File: src/rtl/rv32i_memory_pkg.sv
// rtl/rv32i_memory_pkg.sv - shared encodings for the rv32i memory stage
package rv32i_memory_pkg;

  typedef enum logic {IDLE, WAIT} mem_state_t;

  localparam logic [1:0] MW_NONE = 2'b00;
  localparam logic [1:0] MW_BYTE = 2'b01;
  localparam logic [1:0] MW_HALF = 2'b10;
  localparam logic [1:0] MW_WORD = 2'b11;

  localparam logic [2:0] LS_LB  = 3'b000;
  localparam logic [2:0] LS_LH  = 3'b001;
  localparam logic [2:0] LS_LW  = 3'b010;
  localparam logic [2:0] LS_LBU = 3'b100;
  localparam logic [2:0] LS_LHU = 3'b101;

  localparam logic [1:0] RS_ALU  = 2'b00;
  localparam logic [1:0] RS_LOAD = 2'b01;
  localparam logic [1:0] RS_PC4  = 2'b10;

  // Map a load funct3 onto the store-size encoding so both share one size path.
  function automatic logic [1:0] load_to_size(input logic [2:0] ls);
    case (ls[1:0])
      2'b00:   return MW_BYTE;
      2'b01:   return MW_HALF;
      default: return MW_WORD;
    endcase
  endfunction

endpackage

File: src/rtl/rv32i_memory_if.sv
// rtl/rv32i_memory_if.sv - data memory bus between the memory stage and dmem
interface rv32i_memory_if;
  logic        dmem_req;
  logic        dmem_we;
  logic [31:0] dmem_addr;
  logic [3:0]  dmem_be;
  logic [31:0] dmem_wdata;
  logic [31:0] dmem_rdata;
  logic        dmem_ready;

  modport master (
    output dmem_req, dmem_we, dmem_addr, dmem_be, dmem_wdata,
    input  dmem_rdata, dmem_ready
  );

  modport slave (
    input  dmem_req, dmem_we, dmem_addr, dmem_be, dmem_wdata,
    output dmem_rdata, dmem_ready
  );
endinterface

File: src/rtl/rv32i_memory_load_ext.sv
// rtl/rv32i_memory_load_ext.sv - byte/half select and sign/zero extend of load data
module load_ext
  import rv32i_memory_pkg::*;
(
  input  logic [31:0] rdata,
  input  logic [1:0]  offset,
  input  logic [2:0]  load_size,
  output logic [31:0] data
);

  logic [7:0]  byte_sel;
  logic [15:0] half_sel;

  always_comb begin
    byte_sel = rdata[7:0];
    case (offset)
      2'd1:    byte_sel = rdata[15:8];
      2'd2:    byte_sel = rdata[23:16];
      2'd3:    byte_sel = rdata[31:24];
      default: byte_sel = rdata[7:0];
    endcase
    half_sel = offset[1] ? rdata[31:16] : rdata[15:0];

    case (load_size)
      LS_LB:   data = {{24{byte_sel[7]}}, byte_sel};
      LS_LH:   data = {{16{half_sel[15]}}, half_sel};
      LS_LBU:  data = {24'd0, byte_sel};
      LS_LHU:  data = {16'd0, half_sel};
      default: data = rdata;
    endcase
  end

endmodule

File: src/rtl/rv32i_memory.sv
// rtl/rv32i_memory.sv - rv32i memory stage: dmem handshake, stall/abort, DM/WB register
module rv32i_memory
  import rv32i_memory_pkg::*;
#(
  parameter int TIMEOUT = 255
) (
  input  logic               clk,
  input  logic               rst,
  input  logic               RegWriteM,
  input  logic [1:0]         ResultSrcM,
  input  logic [1:0]         MemWriteM,
  input  logic [2:0]         LoadSizeM,
  input  logic [31:0]        ALUResultM,
  input  logic [31:0]        WriteDataM,
  input  logic [31:0]        PCPlus4M,
  input  logic [4:0]         RdM,
  rv32i_memory_if.master     bus,
  output logic               StallM,
  output logic               MisalignM,
  output logic               BusErrM,
  output logic               RegWriteW,
  output logic [1:0]         ResultSrcW,
  output logic [4:0]         RdW,
  output logic [31:0]        ALUResultW,
  output logic [31:0]        ReadDataW,
  output logic [31:0]        PCPlus4W
);

  localparam int CW = ($clog2(TIMEOUT + 1) > 8) ? $clog2(TIMEOUT + 1) : 8;

  mem_state_t  state, state_next;
  logic [CW-1:0] cnt;
  logic [CW:0]   cnt_inc;
  logic        is_store, access, misalign_raw, go, timeout;
  logic [1:0]  size;
  logic [31:0] load_data;

  assign is_store = (MemWriteM != MW_NONE);
  assign access   = is_store || (ResultSrcM == RS_LOAD);
  assign size     = is_store ? MemWriteM : load_to_size(LoadSizeM);

  always_comb begin
    bus.dmem_be    = 4'b1111;
    bus.dmem_wdata = WriteDataM;
    misalign_raw   = 1'b0;
    case (size)
      MW_BYTE: begin
        bus.dmem_be    = 4'b0001 << ALUResultM[1:0];
        bus.dmem_wdata = {4{WriteDataM[7:0]}};
      end
      MW_HALF: begin
        bus.dmem_be    = 4'b0011 << ALUResultM[1:0];
        bus.dmem_wdata = {2{WriteDataM[15:0]}};
        misalign_raw   = ALUResultM[0];
      end
      default: misalign_raw = (ALUResultM[1:0] != 2'b00);
    endcase
  end

  assign go            = access && !misalign_raw;
  assign bus.dmem_we   = is_store;
  assign bus.dmem_addr = {ALUResultM[31:2], 2'b00};

  // cnt counts WAIT cycles already spent; the IDLE request cycle counts as the first wait.
  assign cnt_inc = {1'b0, cnt} + {{CW{1'b0}}, 1'b1};

  always_comb begin
    state_next = state;
    timeout    = (state == WAIT) && (cnt_inc >= (CW+1)'(TIMEOUT));
    case (state)
      IDLE: if (go && !bus.dmem_ready) state_next = WAIT;
      WAIT: if (!go || bus.dmem_ready || timeout) state_next = IDLE;
      default: state_next = IDLE;
    endcase
  end

  always_ff @(posedge clk or negedge rst) begin
    if (!rst) begin
      state <= IDLE;
      cnt   <= '0;
    end else begin
      state <= state_next;
      cnt   <= (state == WAIT) ? cnt_inc[CW-1:0] : '0;
    end
  end

  assign bus.dmem_req = rst && go;
  assign StallM       = rst && go && !bus.dmem_ready && !timeout;
  assign MisalignM    = rst && access && misalign_raw;
  assign BusErrM      = rst && go && !bus.dmem_ready && timeout;

  load_ext u_load_ext (
    .rdata     (bus.dmem_rdata),
    .offset    (ALUResultM[1:0]),
    .load_size (LoadSizeM),
    .data      (load_data)
  );

  always_ff @(posedge clk or negedge rst) begin
    if (!rst) begin
      RegWriteW  <= 1'b0;
      ResultSrcW <= 2'b00;
      RdW        <= 5'd0;
      ALUResultW <= 32'd0;
      ReadDataW  <= 32'd0;
      PCPlus4W   <= 32'd0;
    end else begin
      ALUResultW <= ALUResultM;
      ReadDataW  <= load_data;
      PCPlus4W   <= PCPlus4M;
      if (StallM) begin
        RegWriteW  <= 1'b0;
        ResultSrcW <= RS_ALU;
        RdW        <= 5'd0;
      end else begin
        RegWriteW  <= RegWriteM && !MisalignM && !BusErrM;
        ResultSrcW <= ResultSrcM;
        RdW        <= RdM;
      end
    end
  end

endmodule

File: src/flat_wrapper.sv
// flat-port wrapper written by rule: the top's interface ports become plain ports
module rv32i_memory_flat import rv32i_memory_pkg::*;
#(
  parameter int TIMEOUT = 255
)
  (clk, rst, RegWriteM, ResultSrcM, MemWriteM, LoadSizeM, ALUResultM, WriteDataM, PCPlus4M, RdM, StallM, MisalignM, BusErrM, RegWriteW, ResultSrcW, RdW, ALUResultW, ReadDataW, PCPlus4W, bus_dmem_req, bus_dmem_we, bus_dmem_addr, bus_dmem_be, bus_dmem_wdata, bus_dmem_rdata, bus_dmem_ready);
  rv32i_memory_if bus_i ();
  input  logic clk;
  input  logic rst;
  input  logic RegWriteM;
  input  logic [1:0] ResultSrcM;
  input  logic [1:0] MemWriteM;
  input  logic [2:0] LoadSizeM;
  input  logic [31:0] ALUResultM;
  input  logic [31:0] WriteDataM;
  input  logic [31:0] PCPlus4M;
  input  logic [4:0] RdM;
  output logic StallM;
  output logic MisalignM;
  output logic BusErrM;
  output logic RegWriteW;
  output logic [1:0] ResultSrcW;
  output logic [4:0] RdW;
  output logic [31:0] ALUResultW;
  output logic [31:0] ReadDataW;
  output logic [31:0] PCPlus4W;
  output wire logic [$bits(bus_i.dmem_req)-1:0] bus_dmem_req;
  output wire logic [$bits(bus_i.dmem_we)-1:0] bus_dmem_we;
  output wire logic [$bits(bus_i.dmem_addr)-1:0] bus_dmem_addr;
  output wire logic [$bits(bus_i.dmem_be)-1:0] bus_dmem_be;
  output wire logic [$bits(bus_i.dmem_wdata)-1:0] bus_dmem_wdata;
  input wire logic [$bits(bus_i.dmem_rdata)-1:0] bus_dmem_rdata;
  input wire logic [$bits(bus_i.dmem_ready)-1:0] bus_dmem_ready;
  assign bus_dmem_req = bus_i.dmem_req;
  assign bus_dmem_we = bus_i.dmem_we;
  assign bus_dmem_addr = bus_i.dmem_addr;
  assign bus_dmem_be = bus_i.dmem_be;
  assign bus_dmem_wdata = bus_i.dmem_wdata;
  assign bus_i.dmem_rdata = bus_dmem_rdata;
  assign bus_i.dmem_ready = bus_dmem_ready;
  rv32i_memory #(.TIMEOUT(TIMEOUT)) u_core (.clk(clk), .rst(rst), .RegWriteM(RegWriteM), .ResultSrcM(ResultSrcM), .MemWriteM(MemWriteM), .LoadSizeM(LoadSizeM), .ALUResultM(ALUResultM), .WriteDataM(WriteDataM), .PCPlus4M(PCPlus4M), .RdM(RdM), .bus(bus_i), .StallM(StallM), .MisalignM(MisalignM), .BusErrM(BusErrM), .RegWriteW(RegWriteW), .ResultSrcW(ResultSrcW), .RdW(RdW), .ALUResultW(ALUResultW), .ReadDataW(ReadDataW), .PCPlus4W(PCPlus4W));
endmodule
File: config.mk
export PLATFORM = sky130hd
export DESIGN_NAME = rv32i_memory_flat
export DESIGN_NICKNAME = d
export VERILOG_FILES = /design/src/rtl/rv32i_memory_pkg.sv /design/src/rtl/rv32i_memory_if.sv /design/src/rtl/rv32i_memory_load_ext.sv /design/src/rtl/rv32i_memory.sv /design/src/flat_wrapper.sv
export SDC_FILE = /design/constraint.sdc
export NUM_CORES = 1
export LEC_CHECK = 0
export ABC_AREA = 1
export ABC_CLOCK_PERIOD_IN_PS = 1900
export CORE_MARGIN = 5
export CORE_UTILIZATION = 32
export CTS_CLUSTER_DIAMETER = 200
export DETAILED_ROUTE_END_ITERATION = 16
export GPL_TIMING_DRIVEN = 0
export HOLD_SLACK_MARGIN = 0.05
export PLACE_DENSITY = 0.79
export SYNTH_ARGS = -nofsm -noshare
export SYNTH_HDL_FRONTEND = slang
export SYNTH_SLANG_ARGS = --single-unit
export TNS_END_PERCENT = 100
File: constraint.sdc
create_clock -name clk -period 1.9 [get_ports clk]
set_input_delay 0.19 -clock clk [delete_from_list [all_inputs] [get_ports clk]]
set_output_delay 0.19 -clock clk [all_outputs]
set_load 0.05 [all_outputs]
==> impl_metrics.tcl <==
set metrics [dict create \
    synthArstFlopShare_pct 100.0 \
    htree_num_levels 4 \
    ys_ff_latch 113 \
    outcome "finished, violations left" \
    row_count 44 \
    fin_crit_sh_pct 112.8 \
    syn2layout_area_growth_pct 104.6 \
    grtUsageTotal_pct 19.83 \
    fin_cells 1010 \
    drtAntennaViolNets 0 \
    rsz0062_at_grt "yes" \
    start_kind "flip-flop" \
    setup_ws_ps -243.0 \
    grt_pass1_wl_um 25460 \
    initial_utilization_pct 32.23 \
    final_core_util_pct 65.95 \
    netlist_area_sq_mm 0.004631 \
    synthMuxAreaShare_pct 0 \
    cp-end-kind "output port" \
    failed_checks "negative hold slack, negative setup slack" \
    first_global_vias 4714 \
    drc_errors 0 \
    maxSlewHeadroom_pct 58.70 \
    period_needed_ps 2143 \
    vdd_drop_max_mv 0.5583 \
    drt_iter0_drc 211 \
    clkLatencyLatePin_ps 400 \
    dieArea_sq_mm 0.01698 \
    synth_edf_count 0 \
    finalHoldViolations 72 \
    tritoncts "yes" \
    synth_top_family_by_area "simple AND/OR/NAND/NOR gates" \
    clock_skew_ps 6.703 \
    synth-simple-area-share_pct 16.83 \
    worstPathRequired_ps 1710 \
    synth_flop_cell "dfrtp_1" \
    synth_xor_xnor_area_share_pct 0 \
    cts-root-buf "clkbuf_16" \
    nNetsFinal 961 \
    grt_max_degree 75 \
    first_pass_iters 4 \
    die_h_um 130.3 \
    max_freq_ghz 0.4666 \
    wl_um 17880 \
    clkSinkCount 113 \
    cts_buffers 17 \
    tightest_slew_ps 617.5 \
    clockBufferDepth 2 \
    layout-drive-gt1-share_pct 27.97 \
    die_w_um 130.3 \
    avgSynthCellArea_sq_um 10.27 \
    portBuffers 317 \
    drv_slew 0 \
    crit_arrival_ps 1950 \
    synthDistinctLibCells 34 \
    ioPinCount 321 \
    setup_viol 14 \
    synth-adder-area-share_pct 1.081 \
    synthCells 451 \
    worst_hold_slack_ps -213.9 \
    dpl.hpwl_um 13230 \
    routed-via-count 4474 \
    via_per_inst 4.430 \
    holdBufCountCts 3 \
    yosysSeqAreaShare_pct 61.06 \
    synth-compound-area-share_pct 9.214 \
    gp_congestion 0.8256 \
    timing_worst_setup_path_type "flip-flop to output port" \
    core_sq_mm 0.01437 \
    grt_overflow 0 \
    placedCellCount 954 \
    holdCritPathClass "input port to asynchronous set/reset pin" \
    cp_max_fo 5 \
    clkTransAtPathRegs_ps 60 \
    power.density_mw_per_mm2 912.4 \
    n_antenna_cell 0 \
    maxCapViolations 0 \
    yosysWarnings 0 \
    multiInputGateArea_sq_mm 0.001642 \
    fill_cells 1067 \
    antenna_found_initial 0 \
    ff2ff_setup_slack_ps 160 \
    regArea_sq_mm 0.002830 \
    routedWlPerCell_um 17.71 \
    power_leakage_nw 4.317 \
]
## routing by layer
| metal | GRT usage [%] | share of wire [%] |
|---|---|---|
| met5 | 0 | 0 |
| met4 | 7.090 | 2.4 |
| met3 | 7.163 | 9.8 |
| met2 | 37.02 | 54 |
| met1 | 20.24 | 34 |
## area by class of cell
cell class / count / area share [%]
timing repair buffer: 344 / 37.06
buffer: 50 / 4.423
timing repair inverter: 1 / 0.1188
clock inverter: 9 / 1.611
inverter: 45 / 2.126
clock buffer: 23 / 5.044
tap: 184 / 2.429
sequential: 113 / 29.87
multi-input combinational: 241 / 17.32
## power breakdown
| group | switching, mW | leakage, nW | internal (mW) |
|---|---|---|---|
| Combinational | 1.63 | 2.65 | 1.05 |
| Sequential | 0.0469 | 1.35 | 2.56 |
| Clock | 1.06 | 0.312 | 2.30 |
| Total | 2.74 | 4.32 | 5.91 |
## registers in the layout, summed over array words and instances (netlist names)
signal	flops
u_core.cnt	8
u_core.RegWriteW	1
u_core.ReadDataW	32
u_core.ResultSrcW	2
u_core.PCPlus4W	32
u_core.state	1
u_core.ALUResultW	32
u_core.RdW	5
## cells in the final DEF (no fill, tap or decap), drive strengths merged
master           n
ha               4
clkinvlp         1
buf            109
o211ai           1
nor3             1
nand3b           1
clkbuf          29
nand4            1
o21ai           29
conb             2
o221ai           1
bufinv           4
dlymetal6s2s     1
clkdlybuf4s15    1
a21boi           2
nor3b            1
nor2            23
a21oi            4
nand3           10
inv             44
dfrtp          113
nand2          135
dlygate4sd3      1
o21bai           3
a22oi            7
clkdlybuf4s50  276
clkinv           6
a32oi           15
or2              1
## synthesized netlist by cell type (all sizes together), types with 2 or more instances
cell type / n / area [sq um]
a21boi: 2 / 26.28
a21oi: 4 / 27.53
a22oi: 7 / 52.55
a32oi: 15 / 131.4
buf: 48 / 355.3
clkbuf: 5 / 18.77
clkinv: 2 / 7.510
dfrtp: 113 / 2828
ha: 4 / 50.05
inv: 43 / 161.4
nand2: 135 / 546.8
nand3: 10 / 75.07
nor2: 23 / 121.4
o21ai: 29 / 145.1
o21bai: 3 / 22.52
## logic make-up after synthesis
kind of cell               after synthesis
buffers and inverters                   98
AOI/OAI and AO/OA                       62
other                                    1
and+or+nand+nor                        173
DFF                                    113
adders and majority gates                4
## worst max-delay path, cell delays in order (launching register included)
cell and delay, ps:
dfrtp_2 450, ha_4 190, nand2_4 80, inv_4 50, nor2_2 70, nand3_1 80, nor2_2 160, nand3_4 120
nand3_4 90, clkinvlp_4 100, buf_8 150
## final timing paths
check,startpoint,cells after the start,to
max in group asynchronous,rst,4,u_core.cnt[0]
setup reg to reg,u_core.cnt[0],12,u_core.RdW[0]
min in group clk,LoadSizeM[1],4,u_core.ReadDataW[7]
hold / removal,rst,2,u_core.ALUResultW[17]
setup / recovery,u_core.cnt[1],10,StallM
hold reg to reg,u_core.state,2,u_core.cnt[7]
## through the flow
| stage | setup WS, ps | power, mW | setup TNS (ps) | hold WS (ps) | area [sq um] |
|---|---|---|---|---|---|
| 2_1_floorplan | -223.7 | 4.058 | -4689 | -105.6 | 4838 |
| 3_3_place_gp | -4573 | 5.061 | -505460 | 492.8 | 8242 |
| 3_5_place_dp | -1625 | 5.084 | -54390 | 222.4 | 8267 |
| 4_1_cts | -284.0 | 8.607 | -1222 | -203.6 | 9229 |
| 5_1_grt | -358.7 | 8.958 | -1989 | -190.5 | 9477 |
| 6_report | -243.0 | 8.647 | -824.6 | -213.9 | 9477 |
## timing repair
action | CTS | global route
cloned | 1 | 2
setup buffers | 16 | 6
endpoints found under the setup margin | 41 | 31
pin swaps | 20 | 24
gates resized for setup | 258 | 54
endpoints found under the hold margin | 41 | 72
No activity file was read; power rests on OpenSTA's default activity.
